<file path="config.mk">
export PLATFORM = sky130hd
export DESIGN_NAME = div_iter_unit
export DESIGN_NICKNAME = d
export VERILOG_FILES = /design/src/rtl/cpu_defs.sv /design/src/rtl/div_sign_fix.sv /design/src/rtl/div_iter_unit.sv
export SDC_FILE = /design/constraint.sdc
export NUM_CORES = 1
export LEC_CHECK = 0
export CORE_MARGIN = 3
export CORE_UTILIZATION = 30
export CTS_BUF_LIST = sky130_fd_sc_hd__clkbuf_16
export DETAILED_ROUTE_END_ITERATION = 7
export HOLD_SLACK_MARGIN = 0.06
export PLACE_DENSITY = 0.5
export SETUP_SLACK_MARGIN = 0.05
export SYNTH_ARGS = -nofsm -noshare
export SYNTH_HDL_FRONTEND = slang
export SYNTH_SLANG_ARGS = --single-unit
</file>
<file path="constraint.sdc">
create_clock -name clk -period 7.5 [get_ports clk]
set_clock_uncertainty 0.05 [all_clocks]
set_input_delay 2.25 -clock clk [delete_from_list [all_inputs] [get_ports clk]]
set_output_delay 2.25 -clock clk [all_outputs]
set_load 0.01 [all_outputs]
</file>
<file path="src/rtl/cpu_defs.sv">
// Shared definitions for the execute-stage divider: FSM state encodings and default width.
package cpu_defs;

  localparam int DIV_WIDTH = 32;

  typedef enum logic [1:0] {
    DIV_IDLE = 2'd0,
    DIV_BUSY = 2'd1,
    DIV_DONE = 2'd2
  } div_state_t;

endpackage

</file>
<file path="src/rtl/div_sign_fix.sv">
// Conditional two's-complement negate; serves as |x| on the way in and sign restore on the way out.
module div_sign_fix #(
  parameter int WIDTH = 32
) (
  input  logic [WIDTH-1:0] val,
  input  logic             neg,
  output logic [WIDTH-1:0] res
);

  assign res = neg ? (~val + WIDTH'(1)) : val;

endmodule

</file>
<file path="src/rtl/div_iter_unit.sv">
// Radix-2 restoring DIV/DIVU unit: one quotient bit per cycle, quotient to LO, remainder to HI.
module div_iter_unit
  import cpu_defs::*;
#(
  parameter int WIDTH = DIV_WIDTH,
  parameter int CNT_W = 6
) (
  input  logic             clk,
  input  logic             resetn,
  input  logic             startE,
  input  logic             signedE,
  input  logic [WIDTH-1:0] a,
  input  logic [WIDTH-1:0] b,
  input  logic             flush,
  input  logic             hold,
  output logic             div_stall,
  output logic             result_valid,
  output logic [WIDTH-1:0] hi_out,
  output logic [WIDTH-1:0] lo_out
);

  localparam logic [CNT_W-1:0] LAST = CNT_W'(WIDTH - 1);

  div_state_t       state, state_next;
  logic [CNT_W-1:0] counter;
  logic [WIDTH-1:0] rem, quo, dvs;
  logic             q_neg, r_neg;

  logic [WIDTH-1:0] a_abs, b_abs, quo_fix, rem_fix;
  logic [WIDTH:0]   rem_shift, diff;
  logic [WIDTH-1:0] rem_next, quo_next;
  logic             start_ok;

  div_sign_fix #(.WIDTH(WIDTH)) u_abs_a (.val(a), .neg(signedE & a[WIDTH-1]), .res(a_abs));
  div_sign_fix #(.WIDTH(WIDTH)) u_abs_b (.val(b), .neg(signedE & b[WIDTH-1]), .res(b_abs));
  div_sign_fix #(.WIDTH(WIDTH)) u_fix_q (.val(quo_next), .neg(q_neg), .res(quo_fix));
  div_sign_fix #(.WIDTH(WIDTH)) u_fix_r (.val(rem_next), .neg(r_neg), .res(rem_fix));

  assign start_ok = (state == DIV_IDLE) & startE & ~flush;

  // The dividend register doubles as the quotient: dividend bits shift out the top as quotient bits enter the bottom.
  assign rem_shift = {rem, quo[WIDTH-1]};
  assign diff      = rem_shift - {1'b0, dvs};
  assign rem_next  = diff[WIDTH] ? rem_shift[WIDTH-1:0] : diff[WIDTH-1:0];
  assign quo_next  = {quo[WIDTH-2:0], ~diff[WIDTH]};

  always_ff @(posedge clk or negedge resetn) begin
    if (!resetn) state <= DIV_IDLE;
    else         state <= state_next;
  end

  always_comb begin
    state_next   = state;
    div_stall    = 1'b0;
    result_valid = 1'b0;
    case (state)
      DIV_IDLE: begin
        div_stall = startE;
        if (startE) state_next = DIV_BUSY;
      end
      DIV_BUSY: begin
        div_stall = 1'b1;
        if (counter == LAST) state_next = DIV_DONE;
      end
      DIV_DONE: begin
        result_valid = 1'b1;
        if (!hold) state_next = DIV_IDLE;
      end
      default: state_next = DIV_IDLE;
    endcase
    if (flush) begin
      state_next = DIV_IDLE;
      div_stall  = 1'b0;
    end
  end

  always_ff @(posedge clk or negedge resetn) begin
    if (!resetn) begin
      counter <= '0;
      rem     <= '0;
      quo     <= '0;
      dvs     <= '0;
      q_neg   <= 1'b0;
      r_neg   <= 1'b0;
      hi_out  <= '0;
      lo_out  <= '0;
    end else if (start_ok) begin
      counter <= '0;
      rem     <= '0;
      quo     <= a_abs;
      dvs     <= b_abs;
      // A zero divisor must give an all-ones quotient for signed ops too, so never negate it.
      q_neg   <= (a[WIDTH-1] ^ b[WIDTH-1]) & signedE & (b != '0);
      r_neg   <= a[WIDTH-1] & signedE;
    end else if (state == DIV_BUSY && !flush) begin
      rem <= rem_next;
      quo <= quo_next;
      if (counter == LAST) begin
        hi_out <= rem_fix;
        lo_out <= quo_fix;
      end else begin
        counter <= counter + CNT_W'(1);
      end
    end
  end

endmodule
</file>
==> flow_summary_export.csv <==
group,metric,value,unit
power_and_ir_drop,p_leak,5.666,nW
worst_setup_path,crit_buf_inv,4,
yosys,synthFlopType,"dfrtp_1",
yosys,netlist.top_cell.by_area,"dfrtp_1",
routing,wire_per_inst,18.08,µm
routing,route.detailed.drc,0,
sta,final-hold-violation-count,0,
global_routing,grt_max_degree,129,
worst_setup_path,max_stage_delay,590,ps
worst_setup_path,critPathKind,"input port to output port",
worst_setup_path,critPathMaxFanout,13,
worst_setup_path,crit_top_cell,"clkdlybuf4s50_1",
placed_design,dp_hpwl,27450,µm
worst_setup_path,cp-end-kind,"output port",
yosys,synthTopCellsByCount,"nand2_1, o21ai_0, dfrtp_1",
layout,area_growth,20.57,%
clocking,cts_tree,"yes",
die,core,37140,µm²
global_routing,grt_pass1_wl,57300,µm
die,io_pins,136,
yosys,netlist_area,11450,µm²
yosys,yosys-top-cells-area,"dfrtp_1, o21ai_0, nand2_1",
sta,setup_tns,0,ps
worst_setup_path,r2r_start,"quo[31]$_DFFE_PN0P_",
clocking,clk_latency,450,ps
sta,max_freq,156.5,MHz
power_and_ir_drop,ir_drop,194.3,µV
job,drv_cap,0,
yosys,synth_edf_count,0,
sta,timing_worst_slew_pin_value,1136,ps
sta,period_minus_slack,6390,ps
worst_setup_path,regToRegSetupSlack,1470,ps
power_and_ir_drop,power_density,380.9,nW/µm²
yosys,postSynthCellCount,1373,
yosys,avgSynthCellArea,8.336,µm²
layout,regArea,4254,µm²
worst_setup_path,timing.rr.end,"lo_out[28]$_DFFE_PN0P_",
die,fp.dieH,201.3,µm
sta,final-setup-viol-count,0,
placed_design,portBuffers,135,
sta,fin_crit_sh,85.20,%
yosys,synth_warnings,0,
worst_setup_path,reg2regPathDepth,21,
placed_design,gp_congestion,0.9023,
clocking,cts.reportedPaths.clkPinSlew,70,ps
yosys,yosysMostFrequentCell,"nand2_1",
die,rows,70,
hold_path,min_path_type,"flip-flop to flip-flop",
layout,fillCellCount,3895,
worst_setup_path,startpoint,"flush",
die,start_util,30.82,%
die,die_w,201.3,µm
yosys,ys_seq_area_share,37.17,%
hold_path,hold_end,"hi_out[22]$_DFFE_PN0P_",
yosys,synth_top_area_share,37.17,%
yosys,synth_fp_nets,1481,
worst_setup_path,worstPathArrival,4090,ps
outcome,status,"finished clean",
clocking,cts-root-buf,"clkbuf_16",
routing,ant_nets,0,
sta,setup_ws,1110,ps
worst_setup_path,required,5200,ps
routing,dr.pass1.iters,4,
layout,diodes,0,
global_routing,antenna_found_initial,0,
layout,multiInputGateArea,6715,µm²
die,die-area,40530,µm²
global_routing,grt.overflow.total,0,
routing,wl,35870,µm
layout,nets,1576,
clocking,cts_setup_buffers,0,
yosys,ys_seq_elements,170,
routing,drt_iter0_drc,642,
clocking,htreeDepth,4,
sta,drv_slew,0,
worst_setup_path,worst_path_max_delay_cell,"clkdlybuf4s50_1",
clocking,cts_buffers,17,
global_routing,grt_usage,17.60,%
yosys,synth_cell_types,81,
clocking,clockBufferDepth,2,
layout,drive_above_1_share,5.203,%
routing,vias,10080,
clocking,clock_sinks,170,
hold_path,whs_path_depth,2,
worst_setup_path,path_cells,"clkdlybuf4s50_1 -> nor4b_2 -> buf_4 -> nor2_4 -> inv_1 -> clkdlybuf4s50_1",
worst_setup_path,start_kind,"input port",
routing,vias_per_cell,5.081,
sta,grt_setup_unrepaired,"false",
yosys,synthArstFlopShare,100.0,%
clocking,cts_resized,0,
worst_setup_path,cpLargestDelayFamily,"buffers and inverters",
global_routing,grt_pass1_vias,9881,
sta,slew_headroom,24.28,%
placed_design,dp_slack,1099,ps
hold_path,hp-start,"hi_out[22]$_DFFE_PN0P_",
clocking,cts_hold_buf,0,
metrics by stage:
step                hold WS, ps  cell area [µm²]  total power [mW]  std cells  utilization, %
floorplan                 399.8            11450             3.467       1373               -
global placement          412.0            13240             4.331       1953           35.64
detailed placement        419.4            13240             4.342       1953           35.64
CTS                       436.4            13800             5.246       1984           37.16
global route              447.3            13800             5.667       1984           37.16
finish                    426.1            13800             5.256       1984           37.16
logic make-up after synthesis:
logic type | count (synthesis) | share of synthesized area, %
AOI/OAI and AO/OA | 441 | 23.48
and+or+nand+nor | 431 | 17.72
DFF | 170 | 37.17
xor gates and xnor gates | 146 | 11.17
buffers and inverters | 126 | 4.351
adders and majority gates | 38 | 4.219
muxes | 21 | 1.891
report_power, final:
| part | switching (mW) | internal (mW) | total (mW) |
|---|---|---|---|
| combinational | 1.94 | 1.12 | 3.06 |
| sequential | 0.237 | 1.07 | 1.31 |
| clock | 0.420 | 0.464 | 0.885 |
| total | 2.60 | 2.66 | 5.26 |
placed cells by master, fill, tap and decap left out, types with 8 or more instances in the layout:
cell type / netlist / routed
clkbuf_16: 0 / 17
nor4_1: 11 / 11
a21oi_1: 67 / 67
o41ai_1: 12 / 12
nand2_1: 218 / 217
buf_4: 0 / 8
ha_1: 37 / 37
clkdlybuf4s50_1: 0 / 134
o31ai_1: 21 / 21
o21a_1: 12 / 12
mux2i_1: 16 / 16
xor2_1: 84 / 84
dfrtp_1: 170 / 170
and2_1: 11 / 11
nor2_1: 66 / 65
o21ai_1: 16 / 16
nand4_1: 12 / 12
o21ai_0: 207 / 207
xnor2_1: 62 / 62
a31oi_1: 19 / 19
nand2b_1: 15 / 15
or4_1: 12 / 12
inv_1: 56 / 56
nand3_1: 16 / 16
nor3_1: 28 / 28
a22oi_1: 31 / 31
layout make-up:
| cell class | instances | area share [%] |
|---|---|---|
| tap | 504 | 4.569 |
| clock buffer | 17 | 3.083 |
| inverter | 59 | 1.623 |
| sequential | 170 | 30.83 |
| multi-input combinational | 1077 | 48.66 |
| timing repair buffer | 143 | 10.24 |
| clock inverter | 14 | 1.006 |
flip-flops by register name, indices dropped and copies added, names as in the netlist:
register and flops:
dvs 32, hi_out 32, lo_out 32, quo 32
rem 32, counter 6, state 2, q_neg 1
r_neg 1
how the worst max path moves through the flow:
stage                      endpoint  slack, ps  cells after the start
final                     div_stall       1110                      6
after global placement    div_stall       1130                      6
after CTS                 div_stall       1100                      6
after global routing      div_stall        970                      6
after floorplan           div_stall       1900                      4
after detailed placement  div_stall       1100                      6
worst register-to-register path: stages (launching register included):
cell and delay, ps:
dfrtp_1 420, inv_1 90, ha_1 230, fa_1 420, nand2b_1 200, a211oi_2 380, o211a_1 300, o21ai_2 110
a21oi_4 300, nor2_8 200, inv_4 460, ha_1 260, nand2b_1 100, or4_1 500, or3_1 370, nand2b_1 170
or4_1 540, nor3_1 180, nand2_1 110, o31ai_1 260, xor2_1 170, o21ai_1 70
layer usage:
metal / vias to the layer above / global-route usage [%] / wire length, µm
li1: 5065 / - / -
met1: 4773 / 27.67 / 19470
met2: 210 / 25.07 / 14530
met3: 32 / 2.572 / 1365
met4: 0 / 4.286 / 507
met5: - / 0 / 0
Note: power is estimated with default switching activity, not from simulation.
